## config.mk

```make
export PLATFORM = sky130hd
export DESIGN_NAME = mont_exp_ctrl_flat
export DESIGN_NICKNAME = d
export VERILOG_FILES = /design/src/rtl/mont_exp_ctrl_if.sv /design/src/rtl/mont_exp_ctrl.sv /design/src/flat_wrapper.sv
export SDC_FILE = /design/constraint.sdc
export NUM_CORES = 1
export LEC_CHECK = 0
export BUFFER_PORTS_ARGS = -buffer_cell sky130_fd_sc_hd__buf_2
export CORE_AREA = 2 2 166 168
export DETAILED_ROUTE_END_ITERATION = 7
export DIE_AREA = 0 0 168 170
export PLACE_DENSITY = 0.8
export RECOVER_POWER = 100
export SLEW_MARGIN = 20
export SYNTH_ARGS = -nofsm -noshare
export SYNTH_HDL_FRONTEND = slang
export SYNTH_SLANG_ARGS = --single-unit
```

## constraint.sdc

```tcl
create_clock -name clk -period 6.12 [get_ports clk]
set_clock_uncertainty 0.2 [all_clocks]
set_input_delay 0 -clock clk [delete_from_list [all_inputs] [get_ports clk]]
set_output_delay 0 -clock clk [all_outputs]
set_load 0.02 [all_outputs]
```

## src/rtl/mont_exp_ctrl_if.sv

```systemverilog
// Purpose : bundles the request/response and multiplier-facing signals of mont_exp_ctrl.
// Latency : n/a (wiring only).
// Backpressure: none; start is a one-cycle request that the sequencer samples only in IDLE.
//
// Ports (slave = sequencer side):
//   start, len, base, exponent, modulus, r2 : operation request from the register block
//   busy, done, result                      : operation status and final value
//   mm_start, mm_len, mm_a, mm_b, mm_mod    : command to the Montgomery multiplier
//   mm_done, mm_res                         : multiplier completion pulse and product
interface mont_exp_ctrl_if #(
  parameter int EXP_W = 32,
  parameter int DW    = 32
);
  logic             start;
  logic [7:0]       len;
  logic [DW-1:0]    base;
  logic [EXP_W-1:0] exponent;
  logic [DW-1:0]    modulus;
  logic [DW-1:0]    r2;
  logic             busy;
  logic             done;
  logic [DW-1:0]    result;
  logic             mm_start;
  logic [7:0]       mm_len;
  logic [DW-1:0]    mm_a;
  logic [DW-1:0]    mm_b;
  logic [DW-1:0]    mm_mod;
  logic             mm_done;
  logic [DW-1:0]    mm_res;

  // Sequencer view.
  modport slave (
    input  start, len, base, exponent, modulus, r2, mm_done, mm_res,
    output busy, done, result, mm_start, mm_len, mm_a, mm_b, mm_mod
  );

  // Environment view: request source plus the multiplier.
  modport master (
    output start, len, base, exponent, modulus, r2, mm_done, mm_res,
    input  busy, done, result, mm_start, mm_len, mm_a, mm_b, mm_mod
  );
endinterface

```

## src/rtl/mont_exp_ctrl.sv

```systemverilog
// Purpose : modular exponentiation base^exponent mod N by square-and-multiply over one shared Montgomery multiplier.
// Latency : data dependent; 3 + bitlen(exp) + popcount(exp) multiplications plus up to EXP_W scan cycles.
// Backpressure: start ignored while busy; each multiplication waits for mm_done before the next mm_start.
//
// Ports:
//   clk, rstn : clock and asynchronous active-low reset (shared with the multiplier)
//   bus       : mont_exp_ctrl_if.slave -- request (start/len/base/exponent/modulus/r2),
//               status (busy/done/result) and multiplier command/response (mm_*)
module mont_exp_ctrl #(
  parameter int EXP_W = 32,
  parameter int DW    = 32
) (
  input  logic           clk,
  input  logic           rstn,
  mont_exp_ctrl_if.slave bus
);

  localparam int            IW      = (EXP_W > 1) ? $clog2(EXP_W) : 1;
  localparam logic [IW-1:0] IDX_TOP = IW'(EXP_W - 1);
  localparam logic [DW-1:0] ONE     = DW'(1);

  typedef enum logic [3:0] {
    S_IDLE,
    S_TOB,   // bm = mont(base, r2): base into Montgomery domain
    S_TOX,   // x  = mont(1, r2) = R mod N: accumulator starts at Montgomery one
    S_SCAN,  // skip leading zero exponent bits
    S_SQR,   // x = mont(x, x)
    S_MUL,   // x = mont(x, bm)
    S_NEXT,  // advance bit index
    S_FROM,  // x = mont(x, 1): leave Montgomery domain
    S_FIX    // final conditional subtraction
  } state_t;

  state_t           state;
  logic             wait_q;     // 0: issue phase, 1: waiting for mm_done
  logic [IW-1:0]    idx;
  logic [7:0]       len_q;
  logic [DW-1:0]    base_q;
  logic [DW-1:0]    mod_q;
  logic [DW-1:0]    r2_q;
  logic [EXP_W-1:0] exp_q;
  logic [DW-1:0]    x_q;
  logic [DW-1:0]    bm_q;

  logic             busy_q;
  logic             done_q;
  logic [DW-1:0]    result_q;
  logic             mm_start_q;
  logic [DW-1:0]    mm_a_q;
  logic [DW-1:0]    mm_b_q;

  logic [DW-1:0]    op_a;
  logic [DW-1:0]    op_b;
  logic [DW-1:0]    x_fix;

  assign bus.busy     = busy_q;
  assign bus.done     = done_q;
  assign bus.result   = result_q;
  assign bus.mm_start = mm_start_q;
  assign bus.mm_a     = mm_a_q;
  assign bus.mm_b     = mm_b_q;
  // Length and modulus are latched at start, so they stay constant for the whole operation.
  assign bus.mm_len   = len_q;
  assign bus.mm_mod   = mod_q;

  // Operand selection for the multiplication owned by the current state.
  always_comb begin
    op_a = x_q;
    op_b = x_q;
    case (state)
      S_TOB: begin
        op_a = base_q;
        op_b = r2_q;
      end
      S_TOX: begin
        op_a = ONE;
        op_b = r2_q;
      end
      S_MUL:  op_b = bm_q;
      S_FROM: op_b = ONE;
      default: ;
    endcase
  end

  // The multiplier output may be unreduced; one subtraction brings it into [0, N-1].
  assign x_fix = (x_q >= mod_q) ? (x_q - mod_q) : x_q;

  always_ff @(posedge clk or negedge rstn) begin
    if (!rstn) begin
      state      <= S_IDLE;
      wait_q     <= 1'b0;
      idx        <= '0;
      len_q      <= '0;
      base_q     <= '0;
      mod_q      <= '0;
      r2_q       <= '0;
      exp_q      <= '0;
      x_q        <= '0;
      bm_q       <= '0;
      busy_q     <= 1'b0;
      done_q     <= 1'b0;
      result_q   <= '0;
      mm_start_q <= 1'b0;
      mm_a_q     <= '0;
      mm_b_q     <= '0;
    end else begin
      done_q     <= 1'b0;
      mm_start_q <= 1'b0;

      case (state)
        S_IDLE: begin
          if (bus.start) begin
            len_q  <= bus.len;
            base_q <= bus.base;
            exp_q  <= bus.exponent;
            mod_q  <= bus.modulus;
            r2_q   <= bus.r2;
            idx    <= IDX_TOP;
            wait_q <= 1'b0;
            busy_q <= 1'b1;
            state  <= S_TOB;
          end
        end

        S_TOB, S_TOX, S_SQR, S_MUL, S_FROM: begin
          if (!wait_q) begin
            // Issue: operands are registered together with the single start pulse
            // and then held until the multiplier answers.
            mm_a_q     <= op_a;
            mm_b_q     <= op_b;
            mm_start_q <= 1'b1;
            wait_q     <= 1'b1;
          end else if (bus.mm_done) begin
            wait_q <= 1'b0;
            if (state == S_TOB) begin
              bm_q <= bus.mm_res;
            end else begin
              x_q <= bus.mm_res;
            end
            case (state)
              S_TOB:   state <= S_TOX;
              S_TOX:   state <= S_SCAN;
              S_SQR:   state <= exp_q[idx] ? S_MUL : S_NEXT;
              S_MUL:   state <= S_NEXT;
              default: state <= S_FIX;   // S_FROM
            endcase
          end
        end

        S_SCAN: begin
          // Leading zeros would only square Montgomery one, so skip them.
          if (exp_q[idx]) begin
            state <= S_SQR;
          end else if (idx == '0) begin
            state <= S_FROM;
          end else begin
            idx <= idx - 1'b1;
          end
        end

        S_NEXT: begin
          if (idx == '0) begin
            state <= S_FROM;
          end else begin
            idx   <= idx - 1'b1;
            state <= S_SQR;
          end
        end

        S_FIX: begin
          result_q <= x_fix;
          done_q   <= 1'b1;
          busy_q   <= 1'b0;
          state    <= S_IDLE;
        end

        default: state <= S_IDLE;
      endcase
    end
  end

endmodule

```

## src/flat_wrapper.sv

```systemverilog
// flat-port wrapper written by rule: the top's interface ports become plain ports
module mont_exp_ctrl_flat 
#(
  parameter int EXP_W = 32,
  parameter int DW    = 32
)
  (clk, rstn, bus_start, bus_len, bus_base, bus_exponent, bus_modulus, bus_r2, bus_mm_done, bus_mm_res, bus_busy, bus_done, bus_result, bus_mm_start, bus_mm_len, bus_mm_a, bus_mm_b, bus_mm_mod);
  mont_exp_ctrl_if #(.EXP_W(EXP_W), .DW(DW)) bus_i ();
  input  logic clk;
  input  logic rstn;
  input wire logic [$bits(bus_i.start)-1:0] bus_start;
  input wire logic [$bits(bus_i.len)-1:0] bus_len;
  input wire logic [$bits(bus_i.base)-1:0] bus_base;
  input wire logic [$bits(bus_i.exponent)-1:0] bus_exponent;
  input wire logic [$bits(bus_i.modulus)-1:0] bus_modulus;
  input wire logic [$bits(bus_i.r2)-1:0] bus_r2;
  input wire logic [$bits(bus_i.mm_done)-1:0] bus_mm_done;
  input wire logic [$bits(bus_i.mm_res)-1:0] bus_mm_res;
  output wire logic [$bits(bus_i.busy)-1:0] bus_busy;
  output wire logic [$bits(bus_i.done)-1:0] bus_done;
  output wire logic [$bits(bus_i.result)-1:0] bus_result;
  output wire logic [$bits(bus_i.mm_start)-1:0] bus_mm_start;
  output wire logic [$bits(bus_i.mm_len)-1:0] bus_mm_len;
  output wire logic [$bits(bus_i.mm_a)-1:0] bus_mm_a;
  output wire logic [$bits(bus_i.mm_b)-1:0] bus_mm_b;
  output wire logic [$bits(bus_i.mm_mod)-1:0] bus_mm_mod;
  assign bus_i.start = bus_start;
  assign bus_i.len = bus_len;
  assign bus_i.base = bus_base;
  assign bus_i.exponent = bus_exponent;
  assign bus_i.modulus = bus_modulus;
  assign bus_i.r2 = bus_r2;
  assign bus_i.mm_done = bus_mm_done;
  assign bus_i.mm_res = bus_mm_res;
  assign bus_busy = bus_i.busy;
  assign bus_done = bus_i.done;
  assign bus_result = bus_i.result;
  assign bus_mm_start = bus_i.mm_start;
  assign bus_mm_len = bus_i.mm_len;
  assign bus_mm_a = bus_i.mm_a;
  assign bus_mm_b = bus_i.mm_b;
  assign bus_mm_mod = bus_i.mm_mod;
  mont_exp_ctrl #(.EXP_W(EXP_W), .DW(DW)) u_core (.clk(clk), .rstn(rstn), .bus(bus_i));
endmodule
```

**Yosys cells after proc, flatten, opt, wreduce, memory -nomap -nowiden**

Index checks and enable logic that the tools add are counted.

- Flip-flop bits (word level): 309
- Bits in latches: 0
- Logic and storage cells: 77
- Memories kept: 0
- Output and inout port bits: 139
- Memory bits (read-only): 0
- Memory bits (writable): 0
- Bits of input ports: 172

- Bitwise logic cells: 2
- Equality and inequality tests: 13
- Divide/modulo/power cells: 0
- Shift operators: 0
- Order comparisons: 2
- Muxes and demuxes: 27
- Multiply operators: 0
- Reductions and logical operators: 15
- Add/sub/neg operators: 2

Operators by type and width:

| kind | count |
|---|---|
| 32-bit one-hot mux with 3 select lines | 1 |
| 32-bit one-hot mux with 2 select lines | 1 |
| 32-bit greater-or-equal comparator | 1 |
| 32-bit 2-to-1 mux | 1 |
| 4-bit one-hot mux with 4 select lines | 2 |
| 32-bit subtractor | 1 |
| 4-bit 2-to-1 mux | 5 |
| 4-bit by 3-bit == test with 1-bit output, second input constant | 4 |
| 5-bit 2-to-1 mux | 3 |
| 5-bit one-hot mux with 3 select lines | 1 |
| 4-bit AND reduction | 3 |
| 4-bit by 2-bit == test with 1-bit output, second input constant | 2 |
| 1-bit 2-to-1 mux | 8 |
| 2-bit AND reduction | 4 |
| 5-bit by 6-bit less-than comparator with 1-bit output, second input constant | 1 |
| 2-bit != test, second input constant | 3 |
| 1-bit binary-select mux with 5-bit select | 1 |
| 5-bit zero test | 1 |
| 5-bit OR reduction | 1 |
| 5-bit by 1-bit subtractor with 5-bit output, second input constant | 1 |
| 4-bit by 1-bit == test with 1-bit output, second input constant | 1 |
| 4-bit == test, second input constant | 1 |
| 4-bit zero test | 1 |
| 2-bit 2-to-1 mux | 2 |
| 8 further kinds | 11 |

**Longest topological paths before layout**

Gate-level depths: netlist of the first run.

- Depth in word-level cells: 7
- Depth in mapped cells: 14

**Worst setup path before layout of the first run**

No wires, ideal clock.

- Path type: reg2reg
- Start point: register u_core.mod_q[0] (netlist: u_core.bus.mm_mod[0])
- End point: register u_core.result_q[26] (netlist: u_core.bus.result[26])
- Clock period less this slack: 3.093 ns
- Cell stages (with the launch flop): 12
- Required time: 5.784 ns
- Setup slack: 3.027 ns
- Arrival time: 2.757 ns
- Path through: dfrtp_1 -> ha_1 -> fa_1 -> nor2b_1 -> o31a_1 -> o211ai_1 -> a21oi_1 -> a311oi_1 -> nor2_1 -> buf_4 -> mux2i_1 -> o21ai_0

- Cells in the longest elaborated chain, start to end: 2
- Elaborated cells between the ends (all ways): 3

RTL lines:

| element | line | text |
|---|---|---|
| start, declared | mont_exp_ctrl.sv:39 | `logic [DW-1:0] mod_q;` |
| start signal, assigned | mont_exp_ctrl.sv:116 | `mod_q <= bus.modulus;` |
| 32-bit subtractor / 32-bit greater-or-equal comparator (equally long branches) | mont_exp_ctrl.sv:86 | `assign x_fix = (x_q >= mod_q) ? (x_q - mod_q) : x_q;` |
| 32-bit 2-to-1 mux * | mont_exp_ctrl.sv:86 |  |
| end signal, assigned | mont_exp_ctrl.sv:171 | `result_q <= x_fix;` |
| end, declared | mont_exp_ctrl.sv:47 | `logic [DW-1:0] result_q;` |

Mark *: on every way between the ends. The rest lies on a longest branch, timed or not.
A chain may end at the register's enable or synchronous reset.

**Worst setup path after layout of the first run**

- Start point: register u_core.x_q[0]
- End point: register u_core.result_q[19] (netlist: u_core.bus.result[19])

- Cells in the longest elaborated chain, start to end: 2
- Elaborated cells between the ends (all ways): 3

RTL lines:

| element | line | text |
|---|---|---|
| start, declared | mont_exp_ctrl.sv:42 | `logic [DW-1:0] x_q;` |
| start signal, assigned | mont_exp_ctrl.sv:138 | `x_q <= bus.mm_res;` |
| 32-bit subtractor / 32-bit greater-or-equal comparator (equally long branches) | mont_exp_ctrl.sv:86 |  |
| 32-bit 2-to-1 mux * | mont_exp_ctrl.sv:86 |  |

Marked as above.

==> flow_summary.json, run 1 <==
{
  "period_needed_ns": 4.749,
  "synth_top_cells_by_count": "309 x dfrtp_1, 200 x mux2_2, 116 x a21oi_1",
  "drt_first_pass_iters": 8,
  "fillers": 1831,
  "holdWs_ns": 0.05283,
  "p_per_area_mw_per_mm2": 649.4,
  "min_path_type": "input port to flop",
  "vias": 12130,
  "synthArstFlopShare_pct": 100.0,
  "cts_tree": "done",
  "ys_seq_area_share_pct": 53.29,
  "crit_type": "flop to flop",
  "worst_path_max_delay_cell": "clkbuf_1",
  "ir_worst_vdd_uv": 427.4,
  "synth_area_per_cell_um2": 11.49,
  "nNetsFinal": 1927,
  "crit_start": "u_core.x_q[0]",
  "grt_pass1_wl_mm": 67.50,
  "postCtsSetupBuffers": 0,
  "io_buffer_count": 310,
  "timing.rr.start": "u_core.x_q[0]",
  "min_to": "u_core.exp_q[4]",
  "ioPinCount": 311,
  "cts_sinks": 309,
  "regArea_mm2": 0.007732,
  "multiInputGateArea_mm2": 0.006332,
  "rsz0062_at_grt": "false",
  "maxCapViolCount": 7,
  "core-area_mm2": 0.02665,
  "synth_flop_cell": "dfrtp_1",
  "rows": 60,
  "path_cells": "inv_1 > ha_1 > fa_1 > nor2b_1 > o31a_1 > o211ai_1 > a21oi_1 > a311oi_1 > nor2_1 > clkbuf_1 > mux2i_1 > o21ai_0",
  "rrSetupSlack_ns": 1.37,
  "dpl.cell_count": 1853,
  "die_y_um": 170,
  "wire_per_inst_um": 20.42,
  "critPathBufInv": 2,
  "worstRegToRegCells": 12,
  "drive_gt1_share_pct": 25.43,
  "crit_fanout": 17,
  "r2r-end": "u_core.bus.result[19]",
  "yosysTopAreaCellShare_pct": 53.29,
  "die_area_mm2": 0.02856,
  "p_leak_nw": 8.445,
  "synth_most_common_cell": "dfrtp_1",
  "final_cells": 2084,
  "synthTopCellsByArea": "dfrtp_1 53%, mux2_2 16%, a21oi_1 4.0%",
  "status": "complete, but fails checks",
  "synth-edff-count": 0,
  "drc": 5,
  "ys_types": 60,
  "first_iter_violations": 1050,
  "cts_made_buffers": 34,
  "area_delta_synth_final_pct": 30.70,
  "finalHoldViolations": 0,
  "max_stage_delay_ns": 0.90,
  "cts_root_buf": "clkbuf_16",
  "critPathRequiredTime_ns": 6.20,
  "syn_area_mm2": 0.01451,
  "cp-end-kind": "flop",
  "cts.reportedPaths.clkPinSlew_ns": 0.06,
  "crit_family": "compound AO/OA/AOI/OAI gates",
  "maxSlewHeadroom_pct": -148.4,
  "initial_core_util_pct": 54.45,
  "worstHoldStart": "bus_exponent[4]",
  "start_kind": "flop",
  "ys_seq_elements": 309,
  "ctsLongestPathBuffers": 3,
  "clk_latency_ns": 0.51,
  "ant_nets": 0,
  "holdPathStages": 3,
  "max_freq_ghz": 0.2105,
  "yosysWarnings": 0,
  "worstPathArrival_ns": 4.83,
  "grtUsageTotal_pct": 29.91,
  "tightest_slew_ns": 3.726,
  "drt-vias-per-instance": 5.822,
  "wl_mm": 42.55,
  "grt_max_degree": 175,
  "fin_crit_sh_pct": 77.61,
  "synthCells": 1263,
  "post-dp-hpwl_mm": 26.05,
  "syn_nets": 1469,
  "antenna_found_initial": 1,
  "finalMaxSlewViolations": 420,
  "place_congestion": 0.9177,
  "final.setup.tns_ns": 0,
  "violations": "design-rule violations, max-capacitance violations, max-slew violations",
  "grt_overflow_total": 0,
  "htreeDepth": 2,
  "die_x_um": 168,
  "yosysTopAreaCell": "dfrtp_1",
  "setup_violations": 0,
  "grt_pass1_vias": 12800
}
[flip-flops by register name (all words and copies together), names as in the netlist, 32 cells and up]
signal	flops
u_core.base_q	32
u_core.bm_q	32
u_core.bus.mm_a	32
u_core.bus.mm_b	32
u_core.bus.mm_mod	32
u_core.bus.result	32
u_core.exp_q	32
u_core.r2_q	32
u_core.x_q	32
[worst max-delay path by stage]
stage	endpoint	slack, ns	depth (start not counted)
floorplan	u_core.bus.result[26]	3.03	11
global placement	u_core.bus.result[7]	2.39	10
detailed placement	u_core.bus.result[29]	2.24	12
CTS	u_core.bus.result[29]	2.22	12
global route	u_core.bus.result[25]	0.97	13
finish	u_core.bus.result[19]	1.37	12
[cells by family after synthesis]
kind of cell / count (synthesis) / synth area share (%)
simple gates: 247 / 7.475
buf+inv: 120 / 3.242
xor+xnor: 24 / 1.449
compound gates: 303 / 13.30
fa+ha+maj: 34 / 2.983
mux: 226 / 18.26
flops: 309 / 53.29
[timing repair]
| action | CTS | global route |
|---|---|---|
| resized for setup | 0 | 0 |
| hold endpoints to repair | 443 | 0 |
| hold buffers | 173 | 0 |
[layout make-up]
type / instances / area share [%]
Antenna cell: 1 / 0.01319
Clock buffer: 48 / 5.311
Clock inverter: 9 / 0.5542
Inverter: 44 / 0.8708
Multi-Input combinational cell: 834 / 33.39
Sequential cell: 309 / 40.77
Tap cell: 341 / 2.250
Timing Repair Buffer: 498 / 16.84
[metrics by stage]
step	setup WS [ns]	power, mW	util [%]	cell area [um^2]
4_1_cts	2.217	12.29	72.20	19240
3_3_place_gp	2.393	9.870	61.46	16380
2_1_floorplan	3.027	8.310	-	14510
5_1_grt	0.9673	13.11	71.16	18970
6_report	1.371	12.32	71.16	18970
3_5_place_dp	2.239	10.09	61.46	16380
[layer usage]
metal | up-vias | track usage, % | wire length (um) | part of all wire, %
met5 | - | 0 | 0 | 0
met4 | 0 | 14.44 | 1914 | 4.5
li1 | 5510 | - | - | -
met3 | 140 | 5.698 | 3070 | 7.2
met1 | 5923 | 37.08 | 16780 | 39
met2 | 560 | 50.79 | 20790 | 49
[report_power, final]
group / internal, mW / switching, mW / total [mW]
clock network: 1.23 / 0.823 / 2.05
registers: 3.07 / 0.810 / 3.88
logic: 2.65 / 3.73 / 6.38
[worst min-delay path, cell delays in order]
cell	delay (ns)
dlygate4sd3_1	0.52
buf_2	0.09
mux2_2	0.13
[layout by cell type, fill, tap and decap left out, drive strengths merged, types with 4 or more instances in the layout]
cell type and instances:
clkinv 7, nand4 5, a22oi 32, clkbuf 199, o21a 9, inv 43
or2 5, o21bai 4, o21ai 60, nor2 109, dfrtp 309, and3 10
xor2 10, a211oi 5, nor2b 5, a21oi 117, ha 33, a222oi 31
nand3 13, nand2 70, o31ai 5, nand2b 4, mux4 10, mux2 200
buf 175, nor3 13, dlygate4sd3 172, a21o 15, mux2i 16, xnor2 14
a31oi 6
Power figures use the tool's default switching activity.
==> run 2: changes to the inputs <==
CORE_AREA = 2 2 174 176   (was 2 2 166 168)
DIE_AREA = 0 0 176 178   (was 0 0 168 170)
PLACE_DENSITY = 0.76   (was 0.8)
clock period = 4.3 ns   (was 6.12 ns; I/O delays follow)
==> run 2 against run 1 <==
  * The flow finishes with violations (max-capacitance violations, max-slew violations)
  * Largest cell class unchanged
  * Highest routed layer unchanged
  * Fmax increased by 26%
  * Final area is 1.9% higher
  * Via count decreased by 0.56%
==> flow_summary.json, run 2 (synthesis results as in run 1) <==
{
  "cts_sinks": 309,
  "min_path_type": "input port to flop",
  "place_area_mm2": 0.01650,
  "worstHoldStart": "bus_r2[26]",
  "drt_first_pass_iters": 8,
  "violations": "max-capacitance violations, max-slew violations",
  "cts_root_buf": "clkbuf_16",
  "ant_nets": 0,
  "ir_worst_vdd_uv": 514.0,
  "postCtsSetupBuffers": 0,
  "post-dp-hpwl_mm": 27.11,
  "cts_made_buffers": 35,
  "drc": 0,
  "critPathBufInv": 1,
  "grt_pass1_wl_mm": 67.04,
  "worstRegToRegCells": 4,
  "tightest_slew_ns": 3.224,
  "die_area_mm2": 0.03133,
  "rsz0062_at_grt": "false",
  "worst_path_max_delay_cell": "buf_2",
  "design_area_mm2": 0.01932,
  "initial_core_util_pct": 49.36,
  "finalMaxSlewViolations": 128,
  "crit_type": "flop to flop",
  "fillers": 2290,
  "max_stage_delay_ns": 1.08,
  "drive_gt1_share_pct": 25.65,
  "clk_latency_ns": 0.52,
  "core-area_mm2": 0.02940,
  "rrSetupSlack_ns": 0.54,
  "final.setup.tns_ns": 0,
  "grt_max_degree": 130,
  "place_congestion": 0.9219,
  "htreeDepth": 2,
  "grt_overflow_total": 0,
  "area_delta_synth_final_pct": 33.12,
  "wl_mm": 42.41,
  "vias": 12070,
  "r2r-end": "u_core.bus.mm_mod[6]",
  "rows": 63,
  "period_needed_ns": 3.756,
  "finalHoldViolations": 0,
  "timing.final.ws_setup_ns": 0.5437,
  "maxSlewHeadroom_pct": -114.9,
  "dpl.cell_count": 1902,
  "multiInputGateArea_mm2": 0.006327,
  "grtUsageTotal_pct": 27.15,
  "critPathRequiredTime_ns": 4.48,
  "io_buffer_count": 310,
  "path_cells": "nor2_1 > nand3_1 > buf_2 > mux2_2",
  "final_cell_mix": "309 x dfrtp_1, 197 x mux2_2, 194 x dlygate4sd3_1, 171 x buf_2, 153 x clkbuf_1",
  "cts_tree": "done",
  "final_common_cell": "dfrtp_1",
  "start_kind": "flop",
  "min_to": "u_core.r2_q[26]",
  "drt-vias-per-instance": 5.580,
  "maxCapViolCount": 1,
  "worstPathArrival_ns": 3.94,
  "fin_crit_sh_pct": 87.35,
  "regArea_mm2": 0.007732,
  "ioPinCount": 311,
  "cts.reportedPaths.clkPinSlew_ns": 0.07,
  "holdPathStages": 3,
  "die_y_um": 178,
  "cts_resized": 0,
  "ctsLongestPathBuffers": 3,
  "status": "complete, but fails checks",
  "grt_pass1_vias": 12580,
  "nNetsFinal": 1950,
  "setup_violations": 0,
  "timing.rr.start": "u_core.state[1]",
  "die_x_um": 176,
  "max_freq_ghz": 0.2662,
  "wire_per_inst_um": 19.61,
  "antenna_found_initial": 2,
  "holdWs_ns": 0.04551,
  "dp_slack_ns": 0.6526,
  "p_leak_nw": 8.592,
  "crit_family": "simple AND/OR/NAND/NOR gates",
  "cp-end-kind": "flop",
  "final_cells": 2162,
  "first_iter_violations": 814,
  "p_per_area_mw_per_mm2": 916.6,
  "crit_fanout": 46
}
run 2: report_power, final:
part | internal, mW | switching [mW] | total, mW
clock | 1.78 | 1.21 | 2.98
sequential | 4.37 | 1.13 | 5.50
combinational | 3.92 | 5.29 | 9.22
total | 10.1 | 7.63 | 17.7
run 2: worst reg2reg max path, cell delays in order (launching register included):
cell	delay (ns)
dfrtp_1	0.68
nor2_1	0.15
nand3_1	1.02
buf_2	1.09
mux2_2	0.48
run 2: worst max path at each step:
stage / start / end / slack (ns) / cells after the start
2_1_floorplan: u_core.bus.mm_mod[0] / u_core.bus.result[26] / 1.21 / 11
3_3_place_gp: u_core.x_q[29] / u_core.bus.result[7] / 0.76 / 11
3_5_place_dp: u_core.x_q[29] / u_core.bus.result[7] / 0.65 / 11
4_1_cts: u_core.x_q[29] / u_core.bus.result[7] / 0.62 / 11
5_1_grt: u_core.state[1] / u_core.bus.mm_mod[7] / 0.32 / 4
6_report: u_core.state[1] / u_core.bus.mm_mod[6] / 0.54 / 4
run 2: through the flow:
| stage | util (%) | power [mW] |
|---|---|---|
| floorplan | - | 11.83 |
| global placement | 56.10 | 14.20 |
| detailed placement | 56.10 | 14.47 |
| CTS | 66.58 | 17.82 |
| global route | 65.69 | 18.93 |
| finish | 65.70 | 17.71 |
run 2: area by class of cell:
class	instances	share of cell area (%)
clock inverter	14	0.8291
antenna	2	0.02591
tap	390	2.526
timing repair buffer	520	17.92
multi-input combinational	834	32.75
clock buffer	49	5.065
inverter	44	0.8550
sequential	309	40.03
run 2: layer usage:
layer | global-route usage [%] | part of all wire [%] | up-vias
met4 | 10.57 | 3.6 | 0
met3 | 4.945 | 6.2 | 106
met2 | 46.21 | 49 | 441
li1 | - | - | 5540
met1 | 34.67 | 41 | 5978
met5 | 0 | 0 | -
run 2: what timing repair did:
item                                    CTS  global route
hold buffers                            194             0
endpoints found under the hold margin   329             0
endpoints found under the setup margin    0             0
